===== config.mk =====
export PLATFORM = sky130hd
export DESIGN_NAME = fetch_unit_flat
export DESIGN_NICKNAME = d
export VERILOG_FILES = /design/src/rtl/fetch_unit_if.sv /design/src/rtl/fetch_unit.sv /design/src/flat_wrapper.sv
export SDC_FILE = /design/constraint.sdc
export NUM_CORES = 1
export LEC_CHECK = 0
export CAP_MARGIN = 10
export CORE_UTILIZATION = 48
export DETAILED_ROUTE_END_ITERATION = 16
export PLACE_DENSITY = 0.93
export SYNTH_ARGS = -nofsm -noshare
export SYNTH_HDL_FRONTEND = slang
export SYNTH_SLANG_ARGS = --single-unit

===== constraint.sdc =====
create_clock -name clk -period 4.29 [get_ports clk]
set_input_delay 1.0725 -clock clk [delete_from_list [all_inputs] [get_ports clk]]
set_output_delay 1.0725 -clock clk [all_outputs]
set_load 0.01 [all_outputs]

===== src/rtl/fetch_unit_if.sv =====
`default_nettype none
// +-----------------------------------------------------------------+
// | fetch_unit_if : fetch-stage bus (memory, pipeline, control)      |
// | Revision 1.0                                                     |
// +-----------------------------------------------------------------+
interface fetch_unit_if #(
  parameter int ADDR_W = 13,
  parameter int DATA_W = 16
) ();
  logic              stall;
  logic              redirect;
  logic [ADDR_W-1:0] redirect_pc;
  logic [ADDR_W-1:0] imem_addr;
  logic [DATA_W-1:0] imem_instr;
  logic [DATA_W-1:0] ifid_instr;
  logic [ADDR_W-1:0] ifid_pc;
  logic              ifid_valid;
  logic              fetch_busy;

  modport master (
    input  stall, redirect, redirect_pc, imem_instr,
    output imem_addr, ifid_instr, ifid_pc, ifid_valid, fetch_busy
  );

  modport slave (
    output stall, redirect, redirect_pc, imem_instr,
    input  imem_addr, ifid_instr, ifid_pc, ifid_valid, fetch_busy
  );
endinterface
`default_nettype wire


===== src/rtl/fetch_unit.sv =====
`default_nettype none
// +-----------------------------------------------------------------+
// | fetch_unit : PC owner, waits for slow imem, fills IF/ID register |
// | Revision 1.0                                                     |
// +-----------------------------------------------------------------+
module fetch_unit #(
  parameter int              ADDR_W      = 13,
  parameter int              DATA_W      = 16,
  parameter int              WAIT_CYCLES = 7,
  parameter logic [DATA_W-1:0] NOP       = '0
) (
  input  logic          clk,
  input  logic          reset_n,
  fetch_unit_if.master  bus
);

  typedef enum logic [0:0] {
    S_WAIT  = 1'b0,
    S_READY = 1'b1
  } state_t;

  localparam logic [3:0] c_cnt_last = 4'(WAIT_CYCLES - 1);

  state_t            state_q, state_d;
  logic [3:0]        cnt_q, cnt_d;
  logic [ADDR_W-1:0] pc_q, pc_d;
  logic [DATA_W-1:0] instr_q, instr_d;
  logic [ADDR_W-1:0] ifpc_q, ifpc_d;
  logic              valid_q, valid_d;

  always_comb begin
    state_d = state_q;
    cnt_d   = cnt_q;
    pc_d    = pc_q;
    instr_d = instr_q;
    ifpc_d  = ifpc_q;
    valid_d = valid_q;
    if (bus.redirect) begin
      // Redirect overrides stall and discards whatever is in flight.
      pc_d    = bus.redirect_pc;
      cnt_d   = '0;
      state_d = S_WAIT;
      instr_d = NOP;
      valid_d = 1'b0;
    end else begin
      case (state_q)
        S_WAIT: begin
          if (cnt_q == c_cnt_last) begin
            state_d = S_READY;
            cnt_d   = '0;
          end else begin
            cnt_d = cnt_q + 4'd1;
          end
          if (!bus.stall) begin
            instr_d = NOP;
            valid_d = 1'b0;
          end
        end
        S_READY: begin
          if (!bus.stall) begin
            instr_d = bus.imem_instr;
            ifpc_d  = pc_q;
            valid_d = 1'b1;
            pc_d    = pc_q + ADDR_W'(1);
            cnt_d   = '0;
            state_d = S_WAIT;
          end
        end
      endcase
    end
  end

  always_ff @(posedge clk or negedge reset_n) begin
    if (!reset_n) begin
      state_q <= S_WAIT;
      cnt_q   <= '0;
      pc_q    <= '0;
      instr_q <= NOP;
      ifpc_q  <= '0;
      valid_q <= 1'b0;
    end else begin
      state_q <= state_d;
      cnt_q   <= cnt_d;
      pc_q    <= pc_d;
      instr_q <= instr_d;
      ifpc_q  <= ifpc_d;
      valid_q <= valid_d;
    end
  end

  assign bus.imem_addr  = pc_q;
  assign bus.ifid_instr = instr_q;
  assign bus.ifid_pc    = ifpc_q;
  assign bus.ifid_valid = valid_q;
  assign bus.fetch_busy = (state_q == S_WAIT);

endmodule
`default_nettype wire


===== src/flat_wrapper.sv =====
// flat-port wrapper written by rule: the top's interface ports become plain ports
module fetch_unit_flat 
#(
  parameter int              ADDR_W      = 13,
  parameter int              DATA_W      = 16,
  parameter int              WAIT_CYCLES = 7,
  parameter logic [DATA_W-1:0] NOP       = '0
)
  (clk, reset_n, bus_stall, bus_redirect, bus_redirect_pc, bus_imem_instr, bus_imem_addr, bus_ifid_instr, bus_ifid_pc, bus_ifid_valid, bus_fetch_busy);
  fetch_unit_if #(.ADDR_W(ADDR_W), .DATA_W(DATA_W)) bus_i ();
  input  logic clk;
  input  logic reset_n;
  input wire logic [$bits(bus_i.stall)-1:0] bus_stall;
  input wire logic [$bits(bus_i.redirect)-1:0] bus_redirect;
  input wire logic [$bits(bus_i.redirect_pc)-1:0] bus_redirect_pc;
  input wire logic [$bits(bus_i.imem_instr)-1:0] bus_imem_instr;
  output wire logic [$bits(bus_i.imem_addr)-1:0] bus_imem_addr;
  output wire logic [$bits(bus_i.ifid_instr)-1:0] bus_ifid_instr;
  output wire logic [$bits(bus_i.ifid_pc)-1:0] bus_ifid_pc;
  output wire logic [$bits(bus_i.ifid_valid)-1:0] bus_ifid_valid;
  output wire logic [$bits(bus_i.fetch_busy)-1:0] bus_fetch_busy;
  assign bus_i.stall = bus_stall;
  assign bus_i.redirect = bus_redirect;
  assign bus_i.redirect_pc = bus_redirect_pc;
  assign bus_i.imem_instr = bus_imem_instr;
  assign bus_imem_addr = bus_i.imem_addr;
  assign bus_ifid_instr = bus_i.ifid_instr;
  assign bus_ifid_pc = bus_i.ifid_pc;
  assign bus_ifid_valid = bus_i.ifid_valid;
  assign bus_fetch_busy = bus_i.fetch_busy;
  fetch_unit #(.ADDR_W(ADDR_W), .DATA_W(DATA_W), .WAIT_CYCLES(WAIT_CYCLES), .NOP(NOP)) u_core (.clk(clk), .reset_n(reset_n), .bus(bus_i));
endmodule

==> results.json <==
{
  "wl_um": 5142,
  "ys_ff_latch": 48,
  "crit_chain": "clkdlybuf4s50_1 -> nor3_4 -> buf_4 -> a22o_1",
  "end_kind": "register",
  "leakage_nw": 1.381,
  "async_reset_ff_frac": 1.000,
  "finalWeightedCongestion": 0.8131,
  "root_buffer": "clkbuf_8",
  "antenna_cells": 0,
  "slew_violations": 0,
  "yosysTopAreaCell": "dfrtp_1",
  "insertion_delay_ns": 0.31,
  "cts.sinks": 48,
  "area_delta_synth_final_pct": 41.57,
  "drive_gt1_frac": 0.1145,
  "powerDensity_nw_per_um2": 325.5,
  "synth_area_leaders": "dfrtp_1 (55%), a22o_1 (6.4%), mux2_2 (6.2%)",
  "drc": 0,
  "h-tree-depth": 2,
  "cp.required_ns": 4.53,
  "syn_inst": 186,
  "critical_path_class": "input port to register",
  "wl_per_cell_um": 16.38,
  "cp_data_arrival_time_ns": 3.12,
  "rsz0062_at_grt": "no",
  "fmaxAchievable_ghz": 0.3472,
  "synthFlopType": "dfrtp_1",
  "worst_pin_slew_ns": 1.033,
  "p_seq_frac": 0.502,
  "gr-total-overflow": 0,
  "synth_top_area_share": 0.5489,
  "clockBufferDepth": 2,
  "die_h_um": 69.52,
  "synthesis.area_sq_um": 2188,
  "cpMaxStageDelayCell": "nor3_4",
  "synth-edff-count": 0,
  "period_needed_ns": 2.880,
  "antenna_found_initial": 0,
  "ys_types": 43,
  "num_vias": 1819,
  "nets": 297,
  "num_rows": 24,
  "skew_ns": 0.01057,
  "path_clk_slew_ns": 0.09,
  "cts_tree": "done",
  "final_common_cell": "clkdlybuf4s50_1",
  "p_sw_mw": 0.2491,
  "setup_viol": 0,
  "cts_resized": 0,
  "via_per_inst": 5.793,
  "layout_common_cells": "clkdlybuf4s50_1 (75), dfrtp_1 (48), a22o_1 (16)",
  "die_area_sq_um": 4833,
  "critical-path-max-stage-delay_ns": 0.78,
  "syn_area_per_cell_sq_um": 11.77,
  "numCtsBuffers": 5,
  "yosys_warnings": 0,
  "start_util": 0.5026,
  "cts_setup_buffers": 0,
  "fin_crit_sh": 0.6714,
  "relSlewSlack": 0.3115,
  "synth_sequential_area_ratio": 0.5489,
  "worst_setup_path_start_kind": "input port",
  "die_w_um": 69.52,
  "drt_iter0_drc": 170,
  "finalSetupTns_ns": 0,
  "worst-path-max-fanout": 21,
  "dpl-instance-area_sq_um": 2977,
  "min_path_type": "register to register",
  "fin_area_sq_um": 3098,
  "dp_hpwl_um": 3642,
  "drtPass1Iterations": 4,
  "io_pins": 77,
  "status": "finished clean",
  "pwr-share-comb": 0.155,
  "ant_nets": 0,
  "mappedNetlistNets": 222,
  "hold_viol": 0,
  "p_int_mw": 0.7592,
  "p_clk_frac": 0.344,
  "max-cap-violations": 0,
  "ctsHoldBuffers": 0,
  "core_area_sq_um": 4354,
  "grt_pass1_vias": 1823,
  "portBuffers": 76,
  "grtUsageTotal": 0.2340,
  "p_sw_frac": 0.2470,
  "grt_pass1_wl_um": 8763,
  "irDropWorstVdd_mv": 0.1431,
  "grt_max_degree": 49
}
layout make-up:
cell class                 count  area [sq um]
fill                         322          1256
clock inverter                 2         38.79
tap                           52         65.06
inverter                       7         26.28
multi-input combinational    121         913.4
timing repair buffer          78         770.7
clock buffer                   6         82.58
sequential                    48          1201
logic make-up (layout without fill, tap and decap cells):
| group | after synthesis | count (layout) | synth area share |
|---|---|---|---|
| multiplexers | 14 | 14 | 0.07147 |
| buffers and inverters | 17 | 93 | 0.03659 |
| XOR/XNOR | 2 | 2 | 0.008006 |
| flip-flops | 48 | 48 | 0.5489 |
| AND/OR/NAND/NOR | 56 | 56 | 0.1572 |
| AO/OA/AOI/OAI | 46 | 46 | 0.1607 |
| adder cells (fa/ha/maj) | 3 | 3 | 0.01715 |
path summary, 6_finish.rpt:
path / from / endpoint / slack (ns) / cells past startpoint
max: bus_redirect / u_core.bus.ifid_instr[10]$_DFFE_PN0P_ / 1.41 / 4
min: u_core.bus.ifid_valid$_DFFE_PN0P_ / u_core.bus.ifid_valid$_DFFE_PN0P_ / 0.49 / 1
max reg2reg: u_core.state_q$_DFF_PN0_ / u_core.bus.ifid_instr[10]$_DFFE_PN0P_ / 2.19 / 4
min reg2reg: u_core.bus.ifid_valid$_DFFE_PN0P_ / u_core.bus.ifid_valid$_DFFE_PN0P_ / 0.49 / 1
max in group asynchronous: reset_n / u_core.bus.imem_addr[5]$_DFFE_PN0P_ / 2.71 / 1
min in group asynchronous: reset_n / u_core.bus.ifid_instr[15]$_DFFE_PN0P_ / 0.95 / 1
state kept, by name, indices dropped and copies added (netlist names):
name / cells
u_core.bus.ifid_valid: 1
u_core.bus.ifid_pc: 13
u_core.bus.imem_addr: 13
u_core.state_q: 1
u_core.bus.ifid_instr: 16
u_core.cnt_q: 4
routing by layer:
metal / wire, um / part of all wire / global-route usage
met2: 2487 / 0.48 / 0.3786
met5: 0 / 0 / 0
met1: 2136 / 0.42 / 0.2929
met4: 103 / 0.020 / 0.09070
met3: 415 / 0.081 / 0.07413
synthesized netlist by cell type (2+ instances only):
cell and number:
nor2b_1 4, or3_1 2, a22o_1 16, nand3_1 7, or4_1 4, nand2_1 11, nor2_1 10, a31oi_1 6
dfrtp_1 48, o21ai_0 9, o31ai_1 3, xnor2_1 2, a32o_1 3, or2_2 2, ha_1 3, o41ai_1 2
clkbuf_1 4, mux2_2 12, o211ai_1 2, buf_2 4, nand4_1 3, nand2b_1 2, inv_1 7
critical path, delay by kind of cell:
kind	cells	cell delay [ns]
AND/OR/NAND/NOR	1	0.78
AO/OA/AOI/OAI	1	0.17
buffers and inverters	2	1.09
power by group through the flow:
stage | clock network (mW) | registers, mW | logic (mW)
3_5_place_dp | 0 | 0.515 | 0.157
6_report | 0.346 | 0.506 | 0.156
5_1_grt | 0.370 | 0.511 | 0.170
3_3_place_gp | 0 | 0.514 | 0.151
2_1_floorplan | 0 | 0.520 | 0.0520
4_1_cts | 0.349 | 0.506 | 0.158
per-stage QoR:
step	power [mW]	std cells	hold WS, ns	utilization	worst slack (ns)
final	1.008	314	0.4871	0.7115	1.410
after global routing	1.051	314	0.5105	0.7115	1.294
after CTS	1.013	314	0.4964	0.7115	1.397
after detailed placement	0.6719	306	0.4751	0.6836	1.071
after global placement	0.6652	306	0.4627	0.6836	1.177
after floorplan	0.5718	186	0.4793	-	2.281
No activity file was read; power rests on OpenSTA's default activity.
